--- src/rtl/px_osc_meter_array_pkg.sv ---
// Shared definitions for the pixel oscillator meter: FSM encoding, default
// parameters and a constant-function clog2 for the chip wrapper and the array.
package px_osc_meter_array_pkg;

    localparam int unsigned DEF_N_PX        = 19;
    localparam int unsigned DEF_N_GRP       = 5;
    localparam int unsigned DEF_CNT_W       = 16;
    localparam int unsigned DEF_WIN_W       = 16;
    localparam int unsigned DEF_SETTLE      = 8;
    localparam int unsigned DEF_SYNC_STAGES = 2;
    localparam int unsigned SETTLE_W        = 8;

    typedef enum logic [2:0] {
        ST_IDLE = 3'd0,
        ST_WAKE = 3'd1,
        ST_MEAS = 3'd2,
        ST_STOP = 3'd3,
        ST_DONE = 3'd4
    } state_e;

    // Ceiling log2; returns 0 for v <= 1.
    function automatic int unsigned clog2(input int unsigned v);
        int unsigned r;
        r = 0;
        while ((r < 32) && ((64'd1 << r) < 64'(v))) begin
            r = r + 1;
        end
        return r;
    endfunction

endpackage

--- src/rtl/px_edge_counter.sv ---
// One pixel: synchroniser, rising-edge detector and saturating edge counter.
module px_edge_counter #(
    parameter int unsigned CNT_W       = 16,
    parameter int unsigned SYNC_STAGES = 2
) (
    input  logic             clk,
    input  logic             rst,
    input  logic             clk_px,
    input  logic             clear,
    input  logic             count_en,
    output logic [CNT_W-1:0] count,
    output logic             ovf
);

    logic [SYNC_STAGES-1:0] sync_q;
    logic                   prev_q;
    logic [CNT_W-1:0]       cnt_q, cnt_d;
    logic                   ovf_q, ovf_d;
    logic                   edge_c;

    assign edge_c = sync_q[SYNC_STAGES-1] & ~prev_q;

    // Synchroniser chain plus previous-sample register for edge detection.
    always_ff @(posedge clk or posedge rst) begin
        if (rst) begin
            sync_q <= '0;
            prev_q <= 1'b0;
        end else begin
            sync_q <= {sync_q[SYNC_STAGES-2:0], clk_px};
            prev_q <= sync_q[SYNC_STAGES-1];
        end
    end

    // Saturating count: an edge arriving at all-ones is dropped and flagged.
    always_comb begin
        cnt_d = cnt_q;
        ovf_d = ovf_q;
        if (clear) begin
            cnt_d = '0;
            ovf_d = 1'b0;
        end else if (count_en && edge_c) begin
            if (&cnt_q) begin
                ovf_d = 1'b1;
            end else begin
                cnt_d = cnt_q + CNT_W'(1);
            end
        end
    end

    // Counter state register.
    always_ff @(posedge clk or posedge rst) begin
        if (rst) begin
            cnt_q <= '0;
            ovf_q <= 1'b0;
        end else begin
            cnt_q <= cnt_d;
            ovf_q <= ovf_d;
        end
    end

    assign count = cnt_q;
    assign ovf   = ovf_q;

endmodule

--- src/rtl/px_osc_meter_array.sv ---
// Pixel ring-oscillator meter: gates oscillator groups, counts synchronised
// pixel edges over a programmable window and exposes a registered read port.
module px_osc_meter_array
    import px_osc_meter_array_pkg::*;
#(
    parameter int unsigned N_PX        = DEF_N_PX,
    parameter int unsigned N_GRP       = DEF_N_GRP,
    parameter int unsigned CNT_W       = DEF_CNT_W,
    parameter int unsigned WIN_W       = DEF_WIN_W,
    parameter int unsigned SETTLE      = DEF_SETTLE,
    parameter int unsigned SYNC_STAGES = DEF_SYNC_STAGES,
    localparam int unsigned AW         = (clog2(N_PX) == 0) ? 1 : clog2(N_PX)
) (
    input  logic             clk,
    input  logic             rst,
    input  logic [N_PX-1:0]  clk_px,
    output logic [N_GRP-1:0] stop_osc,
    input  logic             start,
    input  logic [N_GRP-1:0] grp_en,
    input  logic [WIN_W-1:0] win_len,
    output logic             busy,
    output logic             done,
    input  logic [AW-1:0]    rd_addr,
    output logic [CNT_W-1:0] rd_data,
    output logic             rd_ovf
);

    state_e                state_q, state_d;
    logic [N_GRP-1:0]      grp_en_q, grp_en_d;
    logic [WIN_W-1:0]      win_len_q, win_len_d;
    logic [WIN_W-1:0]      win_cnt_q, win_cnt_d;
    logic [SETTLE_W-1:0]   settle_q, settle_d;
    logic                  busy_q, busy_d;
    logic                  done_q, done_d;
    logic [N_GRP-1:0]      stop_osc_q, stop_osc_d;
    logic [CNT_W-1:0]      rd_data_q, rd_data_d;
    logic                  rd_ovf_q, rd_ovf_d;
    logic                  clear_c;
    logic                  meas_c;
    logic [CNT_W-1:0]      cnt_c [N_PX];
    logic [N_PX-1:0]       ovf_c;

    assign meas_c = (state_q == ST_MEAS);

    // Measurement sequencer plus next values of the registered outputs.
    always_comb begin
        state_d   = state_q;
        grp_en_d  = grp_en_q;
        win_len_d = win_len_q;
        win_cnt_d = win_cnt_q;
        settle_d  = settle_q;
        clear_c   = 1'b0;
        case (state_q)
            ST_IDLE: begin
                if (start) begin
                    grp_en_d  = grp_en;
                    win_len_d = win_len;
                    settle_d  = '0;
                    clear_c   = 1'b1;
                    state_d   = ST_WAKE;
                end
            end
            ST_WAKE: begin
                if (settle_q == SETTLE_W'(SETTLE - 1)) begin
                    win_cnt_d = '0;
                    state_d   = (win_len_q == '0) ? ST_STOP : ST_MEAS;
                end else begin
                    settle_d = settle_q + SETTLE_W'(1);
                end
            end
            ST_MEAS: begin
                if (win_cnt_q == (win_len_q - WIN_W'(1))) begin
                    state_d = ST_STOP;
                end else begin
                    win_cnt_d = win_cnt_q + WIN_W'(1);
                end
            end
            ST_STOP: state_d = ST_DONE;
            ST_DONE: state_d = ST_IDLE;
            default: state_d = ST_IDLE;
        endcase

        busy_d     = (state_d == ST_WAKE) || (state_d == ST_MEAS) || (state_d == ST_STOP);
        done_d     = (state_d == ST_DONE);
        stop_osc_d = ((state_d == ST_WAKE) || (state_d == ST_MEAS)) ? ~grp_en_d : '1;
    end

    // Sequencer and control-output registers; reset parks all oscillators.
    always_ff @(posedge clk or posedge rst) begin
        if (rst) begin
            state_q    <= ST_IDLE;
            grp_en_q   <= '0;
            win_len_q  <= '0;
            win_cnt_q  <= '0;
            settle_q   <= '0;
            busy_q     <= 1'b0;
            done_q     <= 1'b0;
            stop_osc_q <= '1;
        end else begin
            state_q    <= state_d;
            grp_en_q   <= grp_en_d;
            win_len_q  <= win_len_d;
            win_cnt_q  <= win_cnt_d;
            settle_q   <= settle_d;
            busy_q     <= busy_d;
            done_q     <= done_d;
            stop_osc_q <= stop_osc_d;
        end
    end

    // Per-pixel counters; pixel i is gated by group i mod N_GRP.
    for (genvar i = 0; i < N_PX; i++) begin : g_px
        px_edge_counter #(
            .CNT_W      (CNT_W),
            .SYNC_STAGES(SYNC_STAGES)
        ) u_cnt (
            .clk     (clk),
            .rst     (rst),
            .clk_px  (clk_px[i]),
            .clear   (clear_c),
            .count_en(meas_c & grp_en_q[i % N_GRP]),
            .count   (cnt_c[i]),
            .ovf     (ovf_c[i])
        );
    end

    // Read mux; out-of-range addresses return zero.
    always_comb begin
        rd_data_d = '0;
        rd_ovf_d  = 1'b0;
        for (int unsigned i = 0; i < N_PX; i++) begin
            if (rd_addr == AW'(i)) begin
                rd_data_d = cnt_c[i];
                rd_ovf_d  = ovf_c[i];
            end
        end
    end

    // Registered read port.
    always_ff @(posedge clk or posedge rst) begin
        if (rst) begin
            rd_data_q <= '0;
            rd_ovf_q  <= 1'b0;
        end else begin
            rd_data_q <= rd_data_d;
            rd_ovf_q  <= rd_ovf_d;
        end
    end

    assign stop_osc = stop_osc_q;
    assign busy     = busy_q;
    assign done     = done_q;
    assign rd_data  = rd_data_q;
    assign rd_ovf   = rd_ovf_q;

endmodule

--- config.mk ---
export PLATFORM = sky130hd
export DESIGN_NAME = px_osc_meter_array
export DESIGN_NICKNAME = d
export VERILOG_FILES = /design/src/rtl/px_osc_meter_array_pkg.sv /design/src/rtl/px_edge_counter.sv /design/src/rtl/px_osc_meter_array.sv
export SDC_FILE = /design/constraint.sdc
export NUM_CORES = 1
export LEC_CHECK = 0
export BUFFER_PORTS_ARGS = -buffer_cell sky130_fd_sc_hd__buf_2
export CAP_MARGIN = 20
export CORE_MARGIN = 3
export CORE_UTILIZATION = 40
export CTS_CLUSTER_DIAMETER = 60
export CTS_CLUSTER_SIZE = 16
export DETAILED_ROUTE_END_ITERATION = 7
export GPL_ROUTABILITY_DRIVEN = 0
export PLACE_DENSITY_LB_ADDON = 0.05
export RECOVER_POWER = 100
export SYNTH_ARGS = -nofsm -noshare
export SYNTH_HDL_FRONTEND = slang
export SYNTH_SLANG_ARGS = --single-unit
--- constraint.sdc ---
create_clock -name clk -period 18.02 [get_ports clk]
set_input_delay 0.901 -clock clk [delete_from_list [all_inputs] [get_ports clk]]
set_output_delay 0.901 -clock clk [all_outputs]
set_load 0.03 [all_outputs]
======== Word level (Yosys, flattened, before mapping) ========
Index checks and enable logic that the tools add are counted.
cells by class
  multiplexer cells ....................... 168
  $add $sub $neg .......................... 22
  reductions and logical operators ........ 124
  bitwise logic cells ..................... 44
  equal/unequal tests ..................... 50
operators with widths
  cell                                                  count
  2-to-1 mux 16 bit                                     78
  adder 16 x 1 -> 16 bit (second input constant)        20
  AND reduction 16 bit                                  19
  nonzero test 2 bit                                    40
  2-to-1 mux 1 bit                                      79
  AND reduction 2 bit                                   39
  != test 2 bit (second input constant)                 23
  equality test 5 x 4 -> 1 bit (second input constant)  8
  one-hot mux 16 bit (2 select lines)                   1
  bitwise AND 1 bit                                     24
  equality test 5 x 3 -> 1 bit (second input constant)  4
  logical AND 1 bit                                     19
  inverter 1 bit                                        19
  equality test 16 bit                                  1
  logical NOT 16 bit                                    1
  2-to-1 mux 8 bit                                      2
  one-hot mux 8 bit (2 select lines)                    1
  subtractor 16 x 1 -> 16 bit (second input constant)   1
  equality test 5 bit (second input constant)           3
  2-to-1 mux 5 bit                                      3
  equality test 3 x 2 -> 1 bit (second input constant)  4
  one-hot mux 3 bit (4 select lines)                    1
  equality test 5 x 2 -> 1 bit (second input constant)  2
  2-to-1 mux 3 bit                                      3
  10 further kinds                                      13
word-level totals
  output and inout bits ................... 24
  bits in registers ....................... 452
  word-level logic and storage cells ...... 494
  input bits .............................. 48

======== Longest topological paths before layout ========
Gate-level depths: netlist of run 1.
  depth after elaboration ................. 20
  depth in mapped cells ................... 10
  depth with buffers taken out ............ 9

======== By module ========
From an unflattened synthesis of run 1, not the netlist that was laid out.
unflattened totals
  cells, all modules ...................... 2707
  area, all modules ....................... 25049.0 sq um
modules (own cells, without submodules)
  module              times used  cells each  area an instance (sq um)
  px_edge_counter     19          104         1006.0
  px_osc_meter_array  1           731         5935.7

======== Least setup slack after synthesis of run 1 ========
No wires, ideal clock.
  path kind ............................... input-to-reg
  start point ............................. in rd_addr[1]
  end point ............................... reg rd_data_q[11], in the netlist rd_data[11]
  stages on the path ...................... 10
  required time ........................... 17886 ps
  arrival time ............................ 3019 ps
  setup slack ............................. 14867 ps
  path through ............................ clkbuf_1 -> or3b_2 -> clkbuf_1 -> nor2_1 -> clkbuf_1 -> nor3_1 -> a2111oi_0 -> o21ai_0 -> o21ai_0 -> o211ai_1
on the way
  cells in the longest elaborated chain, start to end .. 20
  elaborated cells between the ends (all ways) .. 38
  those cells by class .................... eq/ne (18); mux (19); reduce/logical (1)
ends and longest elaborated chain
  what                             RTL line                   text
  from (decl)                      px_osc_meter_array.sv:23   input logic [AW-1:0] rd_addr,
  logical NOT 5 bit                px_osc_meter_array.sv:132  if (rd_addr == AW'(i)) begin
  2-to-1 mux 16 bit (18 in a row)  px_osc_meter_array.sv:132
  2-to-1 mux 16 bit *              px_osc_meter_array.sv:132
  net rd_data_d[11]                px_osc_meter_array.sv:36   logic [CNT_W-1:0] rd_data_q, rd_data_d;
  to (signal assigned)             px_osc_meter_array.sv:145  rd_data_q <= rd_data_d;
  to (decl)                        px_osc_meter_array.sv:36
Mark *: on every way through the listed nets, which the timed path passes. The rest lies on a longest branch.
A chain may end at the register's enable or synchronous reset.

==> run_results.csv, run 1 <==
group,metric,value,unit
placed_design,port_buffers,71,
routing,avgRoutedWirePerCell,21.8,um
clock_network,cts.sinks,452,
routing,drt_iter0_markers,1908,
job,drv_cap,6,
floorplanning,fp.dieArea,0.0615,sq mm
pwr,power_frac_seq,45.3,%
worst_setup_path,critPathKind,"in -> async",
outcome,run_status,"finished, violations left",
worst_setup_path,crit_start,"rst",
pwr,p_int,1.82,mW
clock_network,cts_max_level,2,
pwr,combPwrFrac,17.2,%
synthesis,synth-seq-cells,452,
finish,diodes,0,
global_routing,grt_use_met2,35.3,%
synthesis,yosysSeqAreaShare,48.3,%
clock_network,cts_hold_buf,0,
pwr,power_leakage,11.1,nW
global_routing,grt_remaining_overflow,0,
pwr,swShare,33.4,%
floorplanning,start_util,40.5,%
synthesis,ys_warn_count,0,
synthesis,synthFlopType,"dfrtp_1",
global_routing,grt_max_degree,182,
finish,fin_util,45.0,%
pwr,clock_power_share,37.5,%
sta,period_share,38.1,%
min_path,hold_start,"g_px[10].u_cnt.sync_q[0]$_DFF_PP0_",
worst_setup_path,end_kind,"async pin",
clock_network,post-cts-setup-buffer-count,0,
finish,drive_gt1_share,6.88,%
clock_network,cts_resized,0,
synthesis,synth_common_cells,"dfrtp_1, nor2_1, nand2_1",
synthesis,synth-edff-count,0,
global_routing,grt_pass1_wl,114000,um
floorplanning,coreArea,0.0578,sq mm
worst_setup_path,path_max_fanout,158,
sta,finalWorstSetupSlack,11.16,ns
global_routing,antenna_found_initial,2,
worst_setup_path,crit_slowest_cell,"clkinvlp_2",
floorplanning,ios,72,
floorplanning,placementRows,88,
routing,drc,0,
sta,setup_viol,0,
pwr,power_switching,911,uW
routing,via_count,19900,
routing,routed_wl,73700,um
routing,via_per_inst,5.87,
synthesis,yosys.area.top_type,"dfrtp_1",
sta,hold_viol,0,
routing,dr.pass1.iters,6,
worst_setup_path,crit_arrival,7.44,ns
synthesis,synth_area,0.0234,sq mm
global_routing,grt_use_total,24.0,%
worst_setup_path,rr_startpoint,"win_len_q[0]$_DFFE_PP0P_",
pwr,max-vdd-ir-drop,0.0935,mV
sta,tns,0,ns
outcome,violations,"max-capacitance violations, max-slew violations",
worst_setup_path,cp_cell_sequence,"buf_2 > clkinvlp_2 > clkbuf_1 > buf_12",
finish,areaGrowthSynthToFinish,11.0,%
sta,fin_crit,6.86,ns
worst_setup_path,critical_path.startpoint_type,"input port",
clock_network,clockRootBuffer,"clkbuf_16",
worst_setup_path,required,18.60,ns
synthesis,synthTopCellsByArea,"dfrtp_1, nor2_1, xor2_1, nand2_1, xnor2_1",
global_routing,grt_pass1_vias,18700,
floorplanning,die-height,248,um
clock_network,clk_latency,0.60,ns
floorplanning,die_x,248,um
synthesis,async_reset_ff_share,100,%
synthesis,synth_top_cell_area_share,47.8,%
min_path,hp-class,"reg -> reg",
global_routing,met3_usage,4.04,%
clock_network,tritoncts,"done",
synthesis,syn-instance-count,2541,
clock_network,cts_buffer_depth,3,
synthesis,ys_types,89,
sta,rsz0062_at_grt,"no",
pwr,power.density,105,mW/mm^2
clock_network,clk_pin_slew,0.07,ns
synthesis,synth.most_common_cell,"dfrtp_1",
global_routing,grt_use_met1,36.6,%
clock_network,numCtsBuffers,47,
synthesis,synth.net_count,2611,
global_routing,grt.busiest_layer,"met1",
routing,ant_nets,0,
synthesis,avgSynthCellArea,9.21,sq um
placed_design,preCtsSetupSlack,13.50,ns
sta,worst_slew_pin_slew,5.26,ns
sta,fmax,146,MHz
sta,skew,0.0208,ns
placed_design,hpwl,53200,um
sta,slew_headroom,-250,%
worst_setup_path,slowest_delay,2.80,ns
sta,slew_violations,318,
finish,layout.nets,2649,
path summary, 6_finish.rpt:
check | cells past startpoint | end | slack, ns
setup reg to reg | 9 | win_cnt_q[6]$_DFFE_PP0P_ | 13.27
setup / recovery | 4 | g_px[18].u_cnt.sync_q[0]$_DFF_PP0_ | 11.16
min in group asynchronous | 2 | g_px[5].u_cnt.sync_q[0]$_DFF_PP0_ | 1.82
hold reg to reg | 0 | g_px[10].u_cnt.sync_q[1]$_DFF_PP0_ | 0.34
max in group clk | 9 | rd_data[11]$_DFF_PP0_ | 13.20
hold / removal | 0 | g_px[10].u_cnt.sync_q[1]$_DFF_PP0_ | 0.34
stage by stage:
step           area [sq um]  total power [mW]  hold slack (ns)  instances
2_1_floorplan         23400              1.57            0.331       2541
6_report              26000              2.73            0.340       3380
5_1_grt               26000              2.87            0.355       3380
4_1_cts               26100              2.78            0.341       3377
3_5_place_dp          24500              1.74            0.335       3292
3_3_place_gp          24500              1.73            0.334       3290
area by class of cell:
| cell class | count | area, sq um |
|---|---|---|
| Fill cell | 5615 | 31800 |
| Multi-Input combinational cell | 1937 | 11400 |
| Sequential cell | 452 | 11300 |
| Clock buffer | 56 | 1260 |
| Tap cell | 765 | 957 |
| Timing Repair Buffer | 92 | 482 |
| Clock inverter | 29 | 348 |
| Inverter | 49 | 185 |
sequential cells by signal, summed over array words and instances (netlist names):
name and cells:
g_px.u_cnt.count 304, g_px.u_cnt.sync_q 38, g_px.u_cnt.ovf 19, g_px.u_cnt.prev_q 19
rd_data 16, win_cnt_q 16, win_len_q 16, settle_q 8
grp_en_q 5, stop_osc 5, state_q 3, busy 1
done 1, rd_ovf 1
critical path: cells and delay by family:
| kind | cells | cell delay [ns] |
|---|---|---|
| buf+inv | 4 | 6.08 |
layer usage:
metal  vias to the layer above  share of wire, %
met2                       621                43
met1                      9926                48
met5                         -             0.037
met3                       119               7.0
li1                       9180                 -
met4                         4               2.3
cells by family (layout without fill, tap and decap cells):
kind of cell             count (synthesis)  in the layout  synth area share, %
flip-flops                             452            452                 48.3
XOR/XNOR                               243            243                 9.09
AND/OR/NAND/NOR                       1169           1169                 24.6
adder cells (fa/ha/maj)                 22             22                 1.18
AO/OA/AOI/OAI                          478            478                 13.1
buffers and inverters                  152            226                 2.58
multiplexers                            25             25                 1.14
placed cells by master (no fill, tap or decap), types with 15 or more instances in the layout:
cell type | synthesis | routed
dfrtp_1 | 447 | 447
nor2_1 | 380 | 380
nand2_1 | 242 | 242
xor2_1 | 142 | 142
nand3_1 | 134 | 134
a21oi_1 | 130 | 130
o21ai_0 | 120 | 121
xnor2_1 | 101 | 101
nand4_1 | 91 | 91
or3_1 | 83 | 83
nor3_1 | 51 | 52
inv_1 | 49 | 48
clkbuf_16 | 0 | 48
buf_2 | 0 | 46
clkbuf_1 | 94 | 39
o22ai_1 | 38 | 38
and3_1 | 35 | 35
a22oi_1 | 26 | 26
and4_1 | 22 | 22
ha_1 | 22 | 22
mux2i_1 | 21 | 21
a31oi_1 | 18 | 18
nor2b_1 | 17 | 17
or2_2 | 16 | 16
o221ai_1 | 15 | 15
nor4_1 | 14 | 15
power by group through the flow:
stage          combinational, mW  clock [mW]  sequential [mW]
2_1_floorplan              0.353           0             1.22
3_5_place_dp               0.485           0             1.25
6_report                   0.470        1.02             1.24
4_1_cts                    0.487        1.06             1.24
5_1_grt                    0.532        1.09             1.25
3_3_place_gp               0.475           0             1.25
Note: power is estimated with default switching activity, not from simulation.
==> run 2, diff against run 1 <==
Clock period 18.02 ns to 6.33 ns, I/O delays scaled along.
==> run 2 against run 1 <==
Effect of this change:
- the run still ends with max-capacitance violations, max-slew violations left
- clock-buffer cell count fell by 3
- power rose to 2.8 times the previous value
- global-route usage rose by 0.23 points
- critical endpoint is now win_cnt_q[10]$_DFFE_PP0P_
==> run_results.csv, run 2 (synthesized netlist as in run 1, its figures left out) <==
group,metric,value,unit
outcome,run_status,"finished, violations left",
outcome,violations,"max-capacitance violations, max-slew violations",
routing,dr.pass1.iters,6,
placed_design,dp.cells,3290,
clock_network,post-cts-setup-buffer-count,0,
min_path,hold_start,"g_px[4].u_cnt.sync_q[0]$_DFF_PP0_",
worst_setup_path,crit_arrival,5.11,ns
global_routing,grt_use_total,24.2,%
min_path,hold_depth,0,
sta,skew,0.0222,ns
finish,drive_gt1_share,6.80,%
global_routing,grt_max_degree,168,
worst_setup_path,critPathKind,"reg -> reg",
pwr,power.density,294,mW/mm^2
finish,fillers,5662,
clock_network,cts.sinks,452,
pwr,power_leakage,11.2,nW
sta,fin_crit,4.61,ns
routing,drt_iter0_markers,1910,
global_routing,grt_pass1_vias,19100,
sta,slew_violations,138,
min_path,hp-class,"reg -> reg",
sta,fmax,217,MHz
finish,largest_reg_flops,304,
sta,slew_headroom,-88.6,%
placed_design,hpwl,53500,um
floorplanning,start_util,40.5,%
finish,areaGrowthSynthToFinish,12.6,%
floorplanning,die_x,248,um
worst_setup_path,reg2reg_slack,1.72,ns
worst_setup_path,crit_slowest_cell,"nor4_1",
finish,final_common_cell,"dfrtp_1",
job,drv_cap,4,
global_routing,antenna_found_initial,2,
sta,fin_hold_ws,0.346,ns
worst_setup_path,critical_path.startpoint_type,"flip-flop",
routing,routed_wl,74000,um
finish,multi_input_area,0.0114,sq mm
min_path,min_to,"g_px[4].u_cnt.sync_q[1]$_DFF_PP0_",
sta,worst_slew_pin_slew,2.83,ns
worst_setup_path,rr_startpoint,"win_len_q[0]$_DFFE_PP0P_",
routing,drc,0,
clock_network,cts_buffer_depth,3,
routing,via_count,19800,
floorplanning,die-height,248,um
routing,via_per_inst,5.81,
finish,final_area,0.0264,sq mm
floorplanning,placementRows,88,
floorplanning,coreArea,0.0578,sq mm
clock_network,clk_latency,0.59,ns
sta,period_share,72.7,%
finish,layout_common_cells,"dfrtp_1, nor2_1, nand2_1",
global_routing,grt_remaining_overflow,0,
finish,ff_latch_area,0.0113,sq mm
worst_setup_path,end_kind,"flip-flop",
clock_network,tritoncts,"done",
global_routing,grt.busiest_layer,"met1",
worst_setup_path,cp_cell_sequence,"inv_1 > ha_1 > or4b_1 > or3_1 > a2111o_1 > or3_1 > nor4_1 > o21ai_0 > a21oi_1",
clock_network,cts_max_level,2,
sta,setup_viol,0,
finish,fin_util,45.6,%
sta,rsz0062_at_grt,"no",
clock_network,numCtsBuffers,44,
floorplanning,fp.dieArea,0.0615,sq mm
worst_setup_path,required,6.83,ns
worst_setup_path,r2r_end,"win_cnt_q[10]$_DFFE_PP0P_",
routing,avgRoutedWirePerCell,21.7,um
placed_design,port_buffers,71,
floorplanning,ios,72,
sta,hold_viol,0,
worst_setup_path,r2r_cells,9,
global_routing,met3_usage,3.46,%
finish,layout.nets,2682,
routing,ant_nets,0,
clock_network,clk_pin_slew,0.07,ns
placed_design,postPlaceCellArea,0.0245,sq mm
worst_setup_path,slowest_delay,1.63,ns
clock_network,clockRootBuffer,"clkbuf_16",
clock_network,cts_resized,0,
worst_setup_path,path_max_fanout,17,
global_routing,grt_pass1_wl,116000,um
global_routing,grt_use_met2,35.5,%
pwr,max-vdd-ir-drop,0.249,mV
worst_setup_path,critPathMostFrequentCell,"or3_1",
global_routing,grt_use_met1,37.1,%
finish,fin_cells,3412,
[run 2: layout make-up]
| cell class | instances | area share [%] |
|---|---|---|
| diodes | 1 | 0.00949 |
| clock buffers | 53 | 4.62 |
| clock inverters | 27 | 1.33 |
| inverters | 49 | 0.702 |
| multi-input cells | 1937 | 43.4 |
| flip-flops and latches | 452 | 42.9 |
| well taps | 765 | 3.63 |
| repair buffers | 128 | 3.39 |
[run 2: timing repair]
action	in CTS	in global routing
hold buffers	41	0
setup endpoints to repair	0	0
endpoints found under the hold margin	66	0
[run 2: through the flow]
stage / power [mW] / setup TNS, ns / worst slack [ns]
4_1_cts: 7.88 / 0 / 2.79
3_3_place_gp: 4.93 / 0 / 2.59
3_5_place_dp: 4.95 / 0 / 2.31
6_report: 7.75 / 0 / 1.72
2_1_floorplan: 4.47 / -42.69 / -0.0955
5_1_grt: 8.16 / 0 / 1.35
[run 2: worst max-delay path by stage]
stage	start	endpoint	slack (ns)	depth (start not counted)
after floorplan	rst	busy$_DFF_PP0_	-0.1	1
after global routing	win_len_q[0]$_DFFE_PP0P_	win_cnt_q[4]$_DFFE_PP0P_	1.35	9
final	win_len_q[0]$_DFFE_PP0P_	win_cnt_q[10]$_DFFE_PP0P_	1.72	9
after detailed placement	rd_addr[1]	rd_data[11]$_DFF_PP0_	2.31	8
after CTS	win_len_q[0]$_DFFE_PP0P_	win_cnt_q[6]$_DFFE_PP0P_	2.79	9
after global placement	rd_addr[1]	rd_data[11]$_DFF_PP0_	2.59	8
[run 2: power by group]
| part | leakage, nW | internal [mW] | switching [mW] |
|---|---|---|---|
| logic | 4.41 | 0.452 | 0.903 |
| registers | 6.07 | 3.15 | 0.377 |
| clock network | 0.754 | 1.61 | 1.26 |
[run 2: per-layer routing]
| metal | vias up | share of wire [%] |
|---|---|---|
| li1 | 9252 | - |
| met1 | 9921 | 48 |
| met2 | 557 | 43 |
| met3 | 107 | 6.0 |
| met4 | 2 | 2.6 |
| met5 | - | 0.023 |
[run 2: worst max-delay path, delay by kind of cell (launching register included)]
family,cells,cell delay [ns]
fa+ha+maj,1,0.19
simple gates,4,2.90
buf+inv,1,0.09
compound gates,3,0.94
flops,1,0.41
